===== src/rtl/overload_frame_if.sv =====
// Bus between the interframe-space stage and the overload frame generator.
// The master side issues requests and observes the bus; the slave side is the generator.
interface overload_frame_if #(
    parameter int MAX_OVERLOADS = 2
);
    localparam int CNT_W = $clog2(MAX_OVERLOADS + 1);

    logic             canRX;
    logic             isOverload;
    logic             isStart;
    logic             canTX;
    logic             endOverload;
    logic             overloadActive;
    logic             bitError;
    logic             formError;
    logic             dominantError;
    logic             limitReached;
    logic [CNT_W-1:0] overloadCount;

    modport master (
        output canRX, isOverload, isStart,
        input  canTX, endOverload, overloadActive, bitError, formError,
               dominantError, limitReached, overloadCount
    );

    modport slave (
        input  canRX, isOverload, isStart,
        output canTX, endOverload, overloadActive, bitError, formError,
               dominantError, limitReached, overloadCount
    );
endinterface


===== src/rtl/overload_frame.sv =====
// CAN overload frame generator: drives the dominant flag, rides out superposed flags,
// checks the recessive delimiter and limits back-to-back overload frames.
module overload_frame #(
    parameter int FLAG_BITS     = 6,
    parameter int DELIM_BITS    = 8,
    parameter int DOM_LIMIT     = 8,
    parameter int MAX_OVERLOADS = 2
) (
    input  logic           samplePoint,
    input  logic           resetN,
    overload_frame_if.slave bus
);
    localparam int BIT_MAX = (FLAG_BITS > DELIM_BITS) ? FLAG_BITS : DELIM_BITS;
    localparam int BIT_W   = $clog2(BIT_MAX + 1);
    localparam int DOM_W   = $clog2(DOM_LIMIT + 1);
    localparam int CNT_W   = $clog2(MAX_OVERLOADS + 1);

    typedef enum logic [1:0] {IDLE, FLAG, WAIT, DELIM} state_t;

    state_t           state_q;
    logic [BIT_W-1:0] bit_cnt_q;
    logic [DOM_W-1:0] dom_cnt_q;
    logic [CNT_W-1:0] cnt_q, cnt_d;
    logic             can_tx_q, active_q;
    logic             end_q, bit_err_q, form_err_q, dom_err_q, limit_q;
    logic             accept;

    assign accept = bus.isOverload && (state_q == IDLE) && (cnt_q < CNT_W'(MAX_OVERLOADS));

    // isStart clears first so a same-edge accepted request leaves the count at one.
    // NOTE: every always_comb output gets a default first so no latch is inferred.
    always_comb begin
        cnt_d = bus.isStart ? '0 : cnt_q;
        if (accept) cnt_d = cnt_d + CNT_W'(1);
    end

    // NOTE: state is updated with <= only, so every branch sees the pre-edge values.
    always_ff @(posedge samplePoint) begin
        if (!resetN) begin
            state_q    <= IDLE;
            can_tx_q   <= 1'b1;
            active_q   <= 1'b0;
            end_q      <= 1'b0;
            bit_err_q  <= 1'b0;
            form_err_q <= 1'b0;
            dom_err_q  <= 1'b0;
            limit_q    <= 1'b0;
            cnt_q      <= '0;
            bit_cnt_q  <= '0;
            dom_cnt_q  <= '0;
        end else begin
            end_q      <= 1'b0;
            bit_err_q  <= 1'b0;
            form_err_q <= 1'b0;
            dom_err_q  <= 1'b0;
            limit_q    <= 1'b0;
            cnt_q      <= cnt_d;
            unique case (state_q)
                IDLE: begin
                    if (accept) begin
                        state_q   <= FLAG;
                        can_tx_q  <= 1'b0;
                        active_q  <= 1'b1;
                        bit_cnt_q <= '0;
                    end else if (bus.isOverload) begin
                        limit_q <= 1'b1;
                    end
                end
                FLAG: begin
                    bit_cnt_q <= bit_cnt_q + BIT_W'(1);
                    if (bus.canRX) begin
                        bit_err_q <= 1'b1;
                        can_tx_q  <= 1'b1;
                        active_q  <= 1'b0;
                        state_q   <= IDLE;
                    end else if (bit_cnt_q == BIT_W'(FLAG_BITS - 1)) begin
                        can_tx_q  <= 1'b1;
                        dom_cnt_q <= '0;
                        state_q   <= WAIT;
                    end
                end
                WAIT: begin
                    // The first recessive bit seen here is already delimiter bit 1.
                    if (bus.canRX) begin
                        bit_cnt_q <= BIT_W'(1);
                        state_q   <= DELIM;
                    end else if (dom_cnt_q == DOM_W'(DOM_LIMIT - 1)) begin
                        dom_err_q <= 1'b1;
                        dom_cnt_q <= '0;
                    end else begin
                        dom_cnt_q <= dom_cnt_q + DOM_W'(1);
                    end
                end
                DELIM: begin
                    if (bus.canRX) begin
                        bit_cnt_q <= bit_cnt_q + BIT_W'(1);
                        if (bit_cnt_q == BIT_W'(DELIM_BITS - 1)) begin
                            end_q    <= 1'b1;
                            active_q <= 1'b0;
                            state_q  <= IDLE;
                        end
                    end else begin
                        form_err_q <= 1'b1;
                        active_q   <= 1'b0;
                        state_q    <= IDLE;
                    end
                end
            endcase
        end
    end

    assign bus.canTX          = can_tx_q;
    assign bus.overloadActive = active_q;
    assign bus.endOverload    = end_q;
    assign bus.bitError       = bit_err_q;
    assign bus.formError      = form_err_q;
    assign bus.dominantError  = dom_err_q;
    assign bus.limitReached   = limit_q;
    assign bus.overloadCount  = cnt_q;
endmodule

===== src/flat_wrapper.sv =====
// flat-port wrapper written by rule: the top's interface ports become plain ports
module overload_frame_flat 
#(
    parameter int FLAG_BITS     = 6,
    parameter int DELIM_BITS    = 8,
    parameter int DOM_LIMIT     = 8,
    parameter int MAX_OVERLOADS = 2
)
  (samplePoint, resetN, bus_canRX, bus_isOverload, bus_isStart, bus_canTX, bus_endOverload, bus_overloadActive, bus_bitError, bus_formError, bus_dominantError, bus_limitReached, bus_overloadCount);
  overload_frame_if #(.MAX_OVERLOADS(MAX_OVERLOADS)) bus_i ();
  input  logic samplePoint;
  input  logic resetN;
  input wire logic [$bits(bus_i.canRX)-1:0] bus_canRX;
  input wire logic [$bits(bus_i.isOverload)-1:0] bus_isOverload;
  input wire logic [$bits(bus_i.isStart)-1:0] bus_isStart;
  output wire logic [$bits(bus_i.canTX)-1:0] bus_canTX;
  output wire logic [$bits(bus_i.endOverload)-1:0] bus_endOverload;
  output wire logic [$bits(bus_i.overloadActive)-1:0] bus_overloadActive;
  output wire logic [$bits(bus_i.bitError)-1:0] bus_bitError;
  output wire logic [$bits(bus_i.formError)-1:0] bus_formError;
  output wire logic [$bits(bus_i.dominantError)-1:0] bus_dominantError;
  output wire logic [$bits(bus_i.limitReached)-1:0] bus_limitReached;
  output wire logic [$bits(bus_i.overloadCount)-1:0] bus_overloadCount;
  assign bus_i.canRX = bus_canRX;
  assign bus_i.isOverload = bus_isOverload;
  assign bus_i.isStart = bus_isStart;
  assign bus_canTX = bus_i.canTX;
  assign bus_endOverload = bus_i.endOverload;
  assign bus_overloadActive = bus_i.overloadActive;
  assign bus_bitError = bus_i.bitError;
  assign bus_formError = bus_i.formError;
  assign bus_dominantError = bus_i.dominantError;
  assign bus_limitReached = bus_i.limitReached;
  assign bus_overloadCount = bus_i.overloadCount;
  overload_frame #(.FLAG_BITS(FLAG_BITS), .DELIM_BITS(DELIM_BITS), .DOM_LIMIT(DOM_LIMIT), .MAX_OVERLOADS(MAX_OVERLOADS)) u_core (.samplePoint(samplePoint), .resetN(resetN), .bus(bus_i));
endmodule

===== config.mk =====
export PLATFORM = sky130hd
export DESIGN_NAME = overload_frame_flat
export DESIGN_NICKNAME = d
export VERILOG_FILES = /design/src/rtl/overload_frame_if.sv /design/src/rtl/overload_frame.sv /design/src/flat_wrapper.sv
export SDC_FILE = /design/constraint.sdc
export NUM_CORES = 1
export LEC_CHECK = 0
export BUFFER_PORTS_ARGS = -buffer_cell sky130_fd_sc_hd__buf_2
export CORE_MARGIN = 10
export CORE_UTILIZATION = 40
export DETAILED_ROUTE_END_ITERATION = 6
export GPL_TIMING_DRIVEN = 0
export PLACE_DENSITY_LB_ADDON = 0.12
export REMOVE_ABC_BUFFERS = 1
export SETUP_SLACK_MARGIN = 0.1
export SLEW_MARGIN = 30
export SYNTH_ARGS = -nofsm -noshare
export SYNTH_HDL_FRONTEND = slang
export SYNTH_SLANG_ARGS = --single-unit

===== constraint.sdc =====
create_clock -name samplePoint -period 3.2 [get_ports samplePoint]
set_input_delay 0.48 -clock samplePoint [delete_from_list [all_inputs] [get_ports samplePoint]]
set_output_delay 0.48 -clock samplePoint [all_outputs]
set_load 0.005 [all_outputs]

* After elaboration in Yosys (flattened, before gate mapping)
Index checks and enable logic that the tools add are counted.
** Storage, ports and cells
- Flip-flop bits (word level) :: 19
- Input bits :: 5
- Output and inout port bits :: 9
- Word-level logic and storage cells :: 81
** Operators by class
- Add/sub/neg operators :: 3
- Order comparisons :: 1
- Equal/unequal tests :: 15
- Multiplexer cells :: 32
- Bitwise logic cells :: 3
- Reduce and logical (&&, ||, !) cells :: 16
** Operators with widths (number)
- $mux W4 :: 7
- $mux W2 :: 8
- $pmux W4 S4 :: 1
- $eq A4 B3 Y1 const B :: 3
- $mux W1 :: 12
- $reduce_and A4 Y1 :: 3
- $ne A2 B2 Y1 const B :: 5
- $reduce_and A3 Y1 :: 3
- $add A4 B1 Y4 const B :: 2
- $pmux W2 S4 :: 1
- $pmux W4 S2 :: 1
- $ne A3 B2 Y1 const B :: 2
- $reduce_or A3 Y1 :: 2
- $eq A2 B2 Y1 const B :: 2
- $ne A2 B1 Y1 const B :: 2
- $reduce_and A2 Y1 :: 2
- $reduce_bool A2 Y1 :: 2
- $not A1 Y1 :: 3
- $pmux W1 S3 :: 1
- $reduce_bool A3 Y1 :: 1
- $add A2 B1 Y2 const B :: 1
- $eq A2 B1 Y1 const B :: 1
- $logic_and A1 B1 Y1 :: 2
- $logic_not A2 Y1 :: 1
- 2 further kinds :: 2

* Logic depth before layout (Yosys ltp)
Gate-level depths: netlist (run 1).
- Depth after elaboration :: 5
- Gate-level depth with buffers :: 6
- Mapped depth without buffers :: 6

* Least setup slack after synthesis (run 1)
No wires, ideal clock.
- Path type :: input-to-reg
- Start :: in bus_canRX
- End :: reg u_core.dom_cnt_q[3]
- Setup time :: 0.070 ns
- Data arrival time :: 1.390 ns
- Data required time :: 3.130 ns
- Setup slack :: 1.740 ns
- Cell stages on the path :: 4
- Path buffers :: 1
- Cells stage by stage :: buf_6 -> nor3b_4 -> or4b_1 -> a21boi_1
** On the way
- Word-level cells in the longest chain between the ends :: 2
- Elaborated cells on any way between the ends :: 3
- Those cells by class :: 2 x eq/ne; 1 x reduce/logical
** RTL lines
- start: declaration :: RTL line flat_wrapper.sv:13 : input wire logic [$bits(bus_i.canRX)-1:0] bus_canRX;
- $ne A2 B2 Y1 (no source line)
- $reduce_and A4 Y1 (no source line) *
- end signal: assignment :: RTL line overload_frame.sv:91 : dom_cnt_q <= dom_cnt_q + DOM_W'(1);
- end: declaration :: RTL line overload_frame.sv:22 : logic [DOM_W-1:0] dom_cnt_q;
Mark *: on every way between the ends. The rest lies on a longest branch, timed or not.
A chain may end at the register's enable or synchronous reset.

==> results of run 1 <==
## cell usage after synthesis (3+ instances only)
master and number:
and2_1 3, a21boi_0 4, a21oi_1 7, nand2_1 9, nor2_1 8, dfxtp_1 19, ha_1 3, nand2b_1 3
nor3b_1 3, nand3_1 5, o21ai_0 8, nor2b_1 3
## registers in the layout (all words and copies together) (netlist names), named ones only
signal	count
u_core.dom_cnt_q	4
u_core.bus.limitReached	1
u_core.bus.overloadActive	1
u_core.bus.bitError	1
u_core.bus.formError	1
u_core.bit_cnt_q	4
u_core.bus.canTX	1
u_core.bus.endOverload	1
u_core.bus.dominantError	1
u_core.bus.overloadCount	2
u_core.state_q	1
## layout by cell type (no fill, tap or decap), drive strengths merged, types with 2 or more instances in the layout
| master | netlist | layout |
|---|---|---|
| o21ai | 8 | 8 |
| nor2 | 8 | 8 |
| ha | 3 | 3 |
| buf | 3 | 13 |
| dfxtp | 19 | 19 |
| nor3b | 4 | 4 |
| clkbuf | 2 | 3 |
| a21boi | 5 | 5 |
| and2 | 4 | 4 |
| a21oi | 7 | 7 |
| o211ai | 2 | 2 |
| nand2b | 3 | 3 |
| nor3 | 3 | 3 |
| inv | 2 | 2 |
| nand2 | 9 | 9 |
| nor2b | 3 | 3 |
| nand3 | 5 | 5 |
| and3b | 2 | 2 |
## worst paths after layout
check,from,to,slack (ns),cells past startpoint
setup / recovery,flop,u_core.dom_cnt_q[3]$_SDFFE_PN0P_,1.63,3
hold / removal,bus_isStart,u_core.bus.overloadCount[1]$_SDFF_PN0_,0.34,2
setup reg to reg,flop,u_core.dom_cnt_q[3]$_SDFFE_PN0P_,1.63,3
hold reg to reg,u_core.dom_cnt_q[3]$_SDFFE_PN0P_,u_core.dom_cnt_q[3]$_SDFFE_PN0P_,0.49,2
## cell families (layout without fill, tap and decap cells)
kind of cell	Yosys count	after routing	synth area share
and+or+nand+nor	48	48	0.315
AOI/OAI and AO/OA	25	25	0.163
DFF	19	19	0.418
buffers and inverters	7	19	0.0426
adders and majority gates	3	3	0.0412
xor gates and xnor gates	1	1	0.00962
muxes	1	1	0.0110
## layout make-up
type,instances,area [um2]
Fill cell,218,1180
Multi-Input combinational cell,78,492
Tap cell,28,35.0
Timing Repair Buffer,13,65.1
Clock buffer,3,22.5
Sequential cell,19,380
Clock inverter,1,5.00
Inverter,2,7.51
## power breakdown
group	switching, mW	internal (mW)	total [mW]	leakage [nW]
Sequential	0.0104	0.245	0.256	0.155
Clock	0.0734	0.0466	0.120	0.0177
Combinational	0.0258	0.0199	0.0457	0.231
Total	0.110	0.312	0.421	0.404
## critical path, cell delays in order, from the launching register on
cell	delay, ns
dfxtp_1	0.57
nor3b_4	0.35
or4b_1	0.46
a21boi_1	0.14
## per-stage QoR
stage / cell area (um2) / setup WS [ns] / std cells / total power, mW
3_5_place_dp: 980 / 1.61 / 140 / 0.307
4_1_cts: 1010 / 1.62 / 144 / 0.428
3_3_place_gp: 980 / 1.60 / 140 / 0.306
5_1_grt: 1010 / 1.49 / 144 / 0.445
2_1_floorplan: 880 / 1.79 / 99 / 0.286
6_report: 1010 / 1.63 / 144 / 0.421
## routing by layer
metal / wire (um) / up-vias / track usage
met5: 0 / - / 0
met4: 39 / 0 / 0.0538
met3: 113 / 5 / 0.0231
met2: 743 / 18 / 0.137
met1: 922 / 340 / 0.117
li1: - / 386 / -
==> flow_summary_export.csv, run 1 <==
group,metric,value,unit
status,status,"finished clean",
floorplanning,coreArea,2190,um2
critical_path,critPathKind,"reg -> reg",
grt,grt_overflow,0,
synthesis,synth-async-reset-ratio,0,
clock_tree,clock-sinks,19,
critical_path,crit_arrival,1.81,ns
sta,rsz0062_at_grt,"false",
sta,fin_skew,0.000969,ns
clock_tree,ctsHtreeMaxLevel,1,
sta,timing.slew.headroom,0.686,
synthesis,yosysSeqAreaShare,0.418,
sta,period_needed,1.57,ns
critical_path,cp-end-kind,"flop",
grt,antenna_found_initial,0,
synthesis,synth_warnings,0,
grt,grt_pass1_vias,744,
clock_tree,hold_buffers,0,
floorplanning,die_w,67.7,um
pwr,vdd_drop_max,0.272,mV
drt,vias_per_cell,5.20,
clock_tree,path_clk_slew,0.11,ns
clock_tree,numCtsBuffers,3,
grt,gr-usage-all-layers,0.0923,
layout,final_util,0.460,
layout,area_delta_synth_final,10.6,%
sta,fin_tns_setup,0,ns
clock_tree,root_buffer,"clkbuf_4",
critical_path,worstSetupStartpointType,"flop",
layout,antennaDiodeCount,0,
floorplanning,rows,17,
drt,wl_per_cell,12.6,um
drt,totalWireLength,1820,um
drt,first_pass_iters,4,
synthesis,synth_cell_type_count,36,
critical_path,required,3.44,ns
grt,grt_max_degree,22,
sta,clock.fmax,635,MHz
sta,period_share,0.492,
synthesis,ys_seq_elements,19,
floorplanning,ioPinCount,14,
flow_run,cap_viol_max_count,0,
sta,tightest_slew,0.470,ns
synthesis,ys.flop_type,"dfxtp_1",
synthesis,synth_cells,104,
clock_tree,cts_tree,"done",
pwr,power.density,418,nW/um2
placement,dp_hpwl,1300,um
floorplanning,initial_core_util,0.416,
floorplanning,die-area,4590,um2
sta,final-hold-violation-count,0,
synthesis,synth.top_cells.by_area,"dfxtp_1, o21ai_0, ha_1",
drt,route.detailed.drc,0,
synthesis,synth-edff-count,0,
clock_tree,clockBufferDepth,2,
synthesis,synthDominantCellAreaShare,0.418,
sta,slew_viol_final,0,
grt,grt_pass1_wl,3370,um
drt,first_iter_violations,37,
floorplanning,die_h,67.7,um
layout,layout.nets,125,
drt,final_antenna_net_count,0,
placement,place_congestion,0.791,
sta,whs,0.342,ns
critical_path,cp_max_fo,12,
layout,drive_above_1_share,0.181,
clock_tree,cts-resized-gates,0,
worst_hold_path,hold_path_class,"in -> reg",
clock_tree,clkLatencyLatePin,0.29,ns
sta,finalSetupViolCount,0,
synthesis,avgSynthCellArea,8.76,um2
drt,num_vias,749,
synthesis,synth_area,911,um2
clock_tree,post_cts_buffers,0,
synthesis,synth_top_area_cell,"dfxtp_1",
pwr,power_leakage,0.404,nW
placement,io_buffers,13,
(Power assumes the default switching activity.)
==> run 2, diff against run 1 <==
==> constraint.sdc (replaced) <==
create_clock -name samplePoint -period 1.5 [get_ports samplePoint]
set_input_delay 0.225 -clock samplePoint [delete_from_list [all_inputs] [get_ports samplePoint]]
set_output_delay 0.225 -clock samplePoint [all_outputs]
set_load 0.005 [all_outputs]
==> run 2 against run 1 <==
Effect of this change: sequential share of layout area decreased by 2.4 points; non-clock buffer count increased by 8; critical path depth unchanged; first-iteration DRC count decreased by 46%; via count increased by 3.3%; critical path type unchanged; largest cell class unchanged; maximum frequency increased by 16%; final area increased by 10%; worst hold slack got worse by 0.26 ns; clock skew increased by 0.0050 ns.
==> flow_summary_export.csv, run 2 (same netlist as run 1, synthesis figures left out) <==
group,metric,value,unit
drt,route.detailed.drc,0,
sta,rsz0062_at_grt,"true",
sta,fin_tns_setup,0,ns
layout,multi_input_area,522,um2
clock_tree,path_clk_slew,0.11,ns
layout,fin_cells,152,
critical_path,cpPeakStageDelay,0.47,ns
critical_path,endpoint,"u_core.dom_cnt_q[3]$_SDFFE_PN0P_",
critical_path,rrSetupSlack,0.14,ns
layout,area_delta_synth_final,21.8,%
pwr,swShare,0.261,
sta,fin_skew,0.00599,ns
layout,fillers,203,
worst_hold_path,hold_path_class,"in -> reg",
layout,antennaDiodeCount,0,
grt,antenna_found_initial,0,
sta,final-hold-violation-count,0,
critical_path,r2r_cells,3,
clock_tree,root_buffer,"clkbuf_4",
layout,layout.nets,133,
pwr,power_switching,0.239,mW
floorplanning,die_h,67.7,um
floorplanning,die_w,67.7,um
clock_tree,clockBufferDepth,2,
layout,final_cell_mix,"dfxtp_1, buf_2, nand2_1",
drt,final_antenna_net_count,0,
clock_tree,cts_tree,"done",
sta,slew_viol_final,0,
critical_path,critPathKind,"reg -> reg",
drt,num_vias,774,
clock_tree,numCtsBuffers,3,
grt,grt_max_degree,22,
sta,tightest_slew,0.333,ns
critical_path,cp-end-kind,"flop",
critical_path,slowest_stage,"or4b_1",
pwr,power_leakage,0.454,nW
critical_path,rr_endpoint,"u_core.dom_cnt_q[3]$_SDFFE_PN0P_",
sta,finalSetupViolCount,0,
floorplanning,ioPinCount,14,
status,status,"finished clean",
drt,totalWireLength,1900,um
sta,clock.fmax,735,MHz
critical_path,crit_arrival,1.59,ns
clock_tree,hold_buffers,0,
pwr,clock_power_share,0.279,
floorplanning,die-area,4590,um2
clock_tree,clock-sinks,19,
placement,place_congestion,0.791,
clock_tree,clkLatencyLatePin,0.30,ns
floorplanning,initial_core_util,0.416,
grt,grt_pass1_wl,3370,um
layout,final_common_cell,"dfxtp_1",
drt,first_iter_violations,20,
pwr,pwr-share-comb,0.130,
pwr,internal-power,0.677,mW
grt,grt_overflow,0,
placement,io_buffers,13,
sta,period_share,0.907,
critical_path,required,1.73,ns
drt,first_pass_iters,4,
grt,grt_pass1_vias,744,
drt,vias_per_cell,5.09,
floorplanning,rows,17,
pwr,power.density,825,nW/um2
critical_path,cp_max_fo,7,
drt,wl_per_cell,12.5,um
pwr,vdd_drop_max,0.597,mV
sta,timing.slew.headroom,0.778,
grt,gr-usage-all-layers,0.0923,
layout,final_util,0.507,
sta,period_needed,1.36,ns
critical_path,path_cells,"nor3b_4 > or4b_1 > a21boi_1",
clock_tree,ctsHtreeMaxLevel,1,
layout,drive_above_1_share,0.306,
placement,dp_hpwl,1300,um
layout,register_area,393,um2
floorplanning,coreArea,2190,um2
placement,dp.cells,140,
critical_path,worstSetupStartpointType,"flop",
pwr,seqPwrFrac,0.592,
flow_run,cap_viol_max_count,0,
## run 2: cell types whose count changed in the layout (fill, tap and decap cells not counted), sizes merged
cell  before  now
buf       13   21
## run 2: per-layer routing
metal  part of all wire  vias to the layer above  track usage
met5                  0                        -            0
met4              0.013                        0       0.0538
met3              0.060                        4       0.0231
met2               0.42                       15        0.137
met1               0.50                      350        0.117
li1                   -                      405            -
## run 2: worst max-delay path, delay by kind of cell (launching register included)
kind / cells / cell delay (ns)
AND/OR/NAND/NOR: 2 / 0.79
flip-flops: 1 / 0.40
AO/OA/AOI/OAI: 1 / 0.12
## run 2: how the worst min path moves through the flow
stage	startpoint	cells after the start	slack, ns	end
floorplan	bus_isStart	1	0.30	u_core.bus.overloadCount[1]$_SDFF_PN0_
finish	bus_isStart	2	0.09	u_core.bus.overloadCount[1]$_SDFF_PN0_
CTS	bus_isStart	2	0.08	u_core.bus.overloadCount[1]$_SDFF_PN0_
global route	bus_isStart	2	0.09	u_core.bus.overloadCount[1]$_SDFF_PN0_
global placement	bus_isStart	2	0.40	u_core.bus.overloadCount[1]$_SDFF_PN0_
detailed placement	bus_isStart	2	0.41	u_core.bus.overloadCount[1]$_SDFF_PN0_
## run 2: area by class of cell
cell class,instances,share of cell area
Clock buffer,3,0.0203
Clock inverter,1,0.00451
Inverter,2,0.00676
Multi-Input combinational cell,78,0.470
Sequential cell,19,0.354
Tap cell,28,0.0316
Timing Repair Buffer,21,0.113
## run 2: what timing repair did
item	CTS	global route
gates resized for setup	2	13
buffers inserted	0	8
pin swaps	0	2
endpoints found under the setup margin	5	8
## run 2: per-stage QoR
stage	hold WS (ns)	instance area, um2	worst slack (ns)	power (mW)
5_1_grt	0.0895	1110	0.0548	0.971
2_1_floorplan	0.301	880	0.0930	0.610
4_1_cts	0.0840	1010	0.0629	0.914
3_3_place_gp	0.399	980	-0.0565	0.652
3_5_place_dp	0.407	980	-0.0506	0.654
6_report	0.0855	1110	0.139	0.916
## run 2: power groups by stage
stage	Sequential [mW]	Clock [mW]	Combinational [mW]
6_report	0.542	0.255	0.119
5_1_grt	0.545	0.287	0.138
4_1_cts	0.546	0.269	0.0993
3_5_place_dp	0.556	0	0.0981
3_3_place_gp	0.556	0	0.0966
2_1_floorplan	0.554	0	0.0560
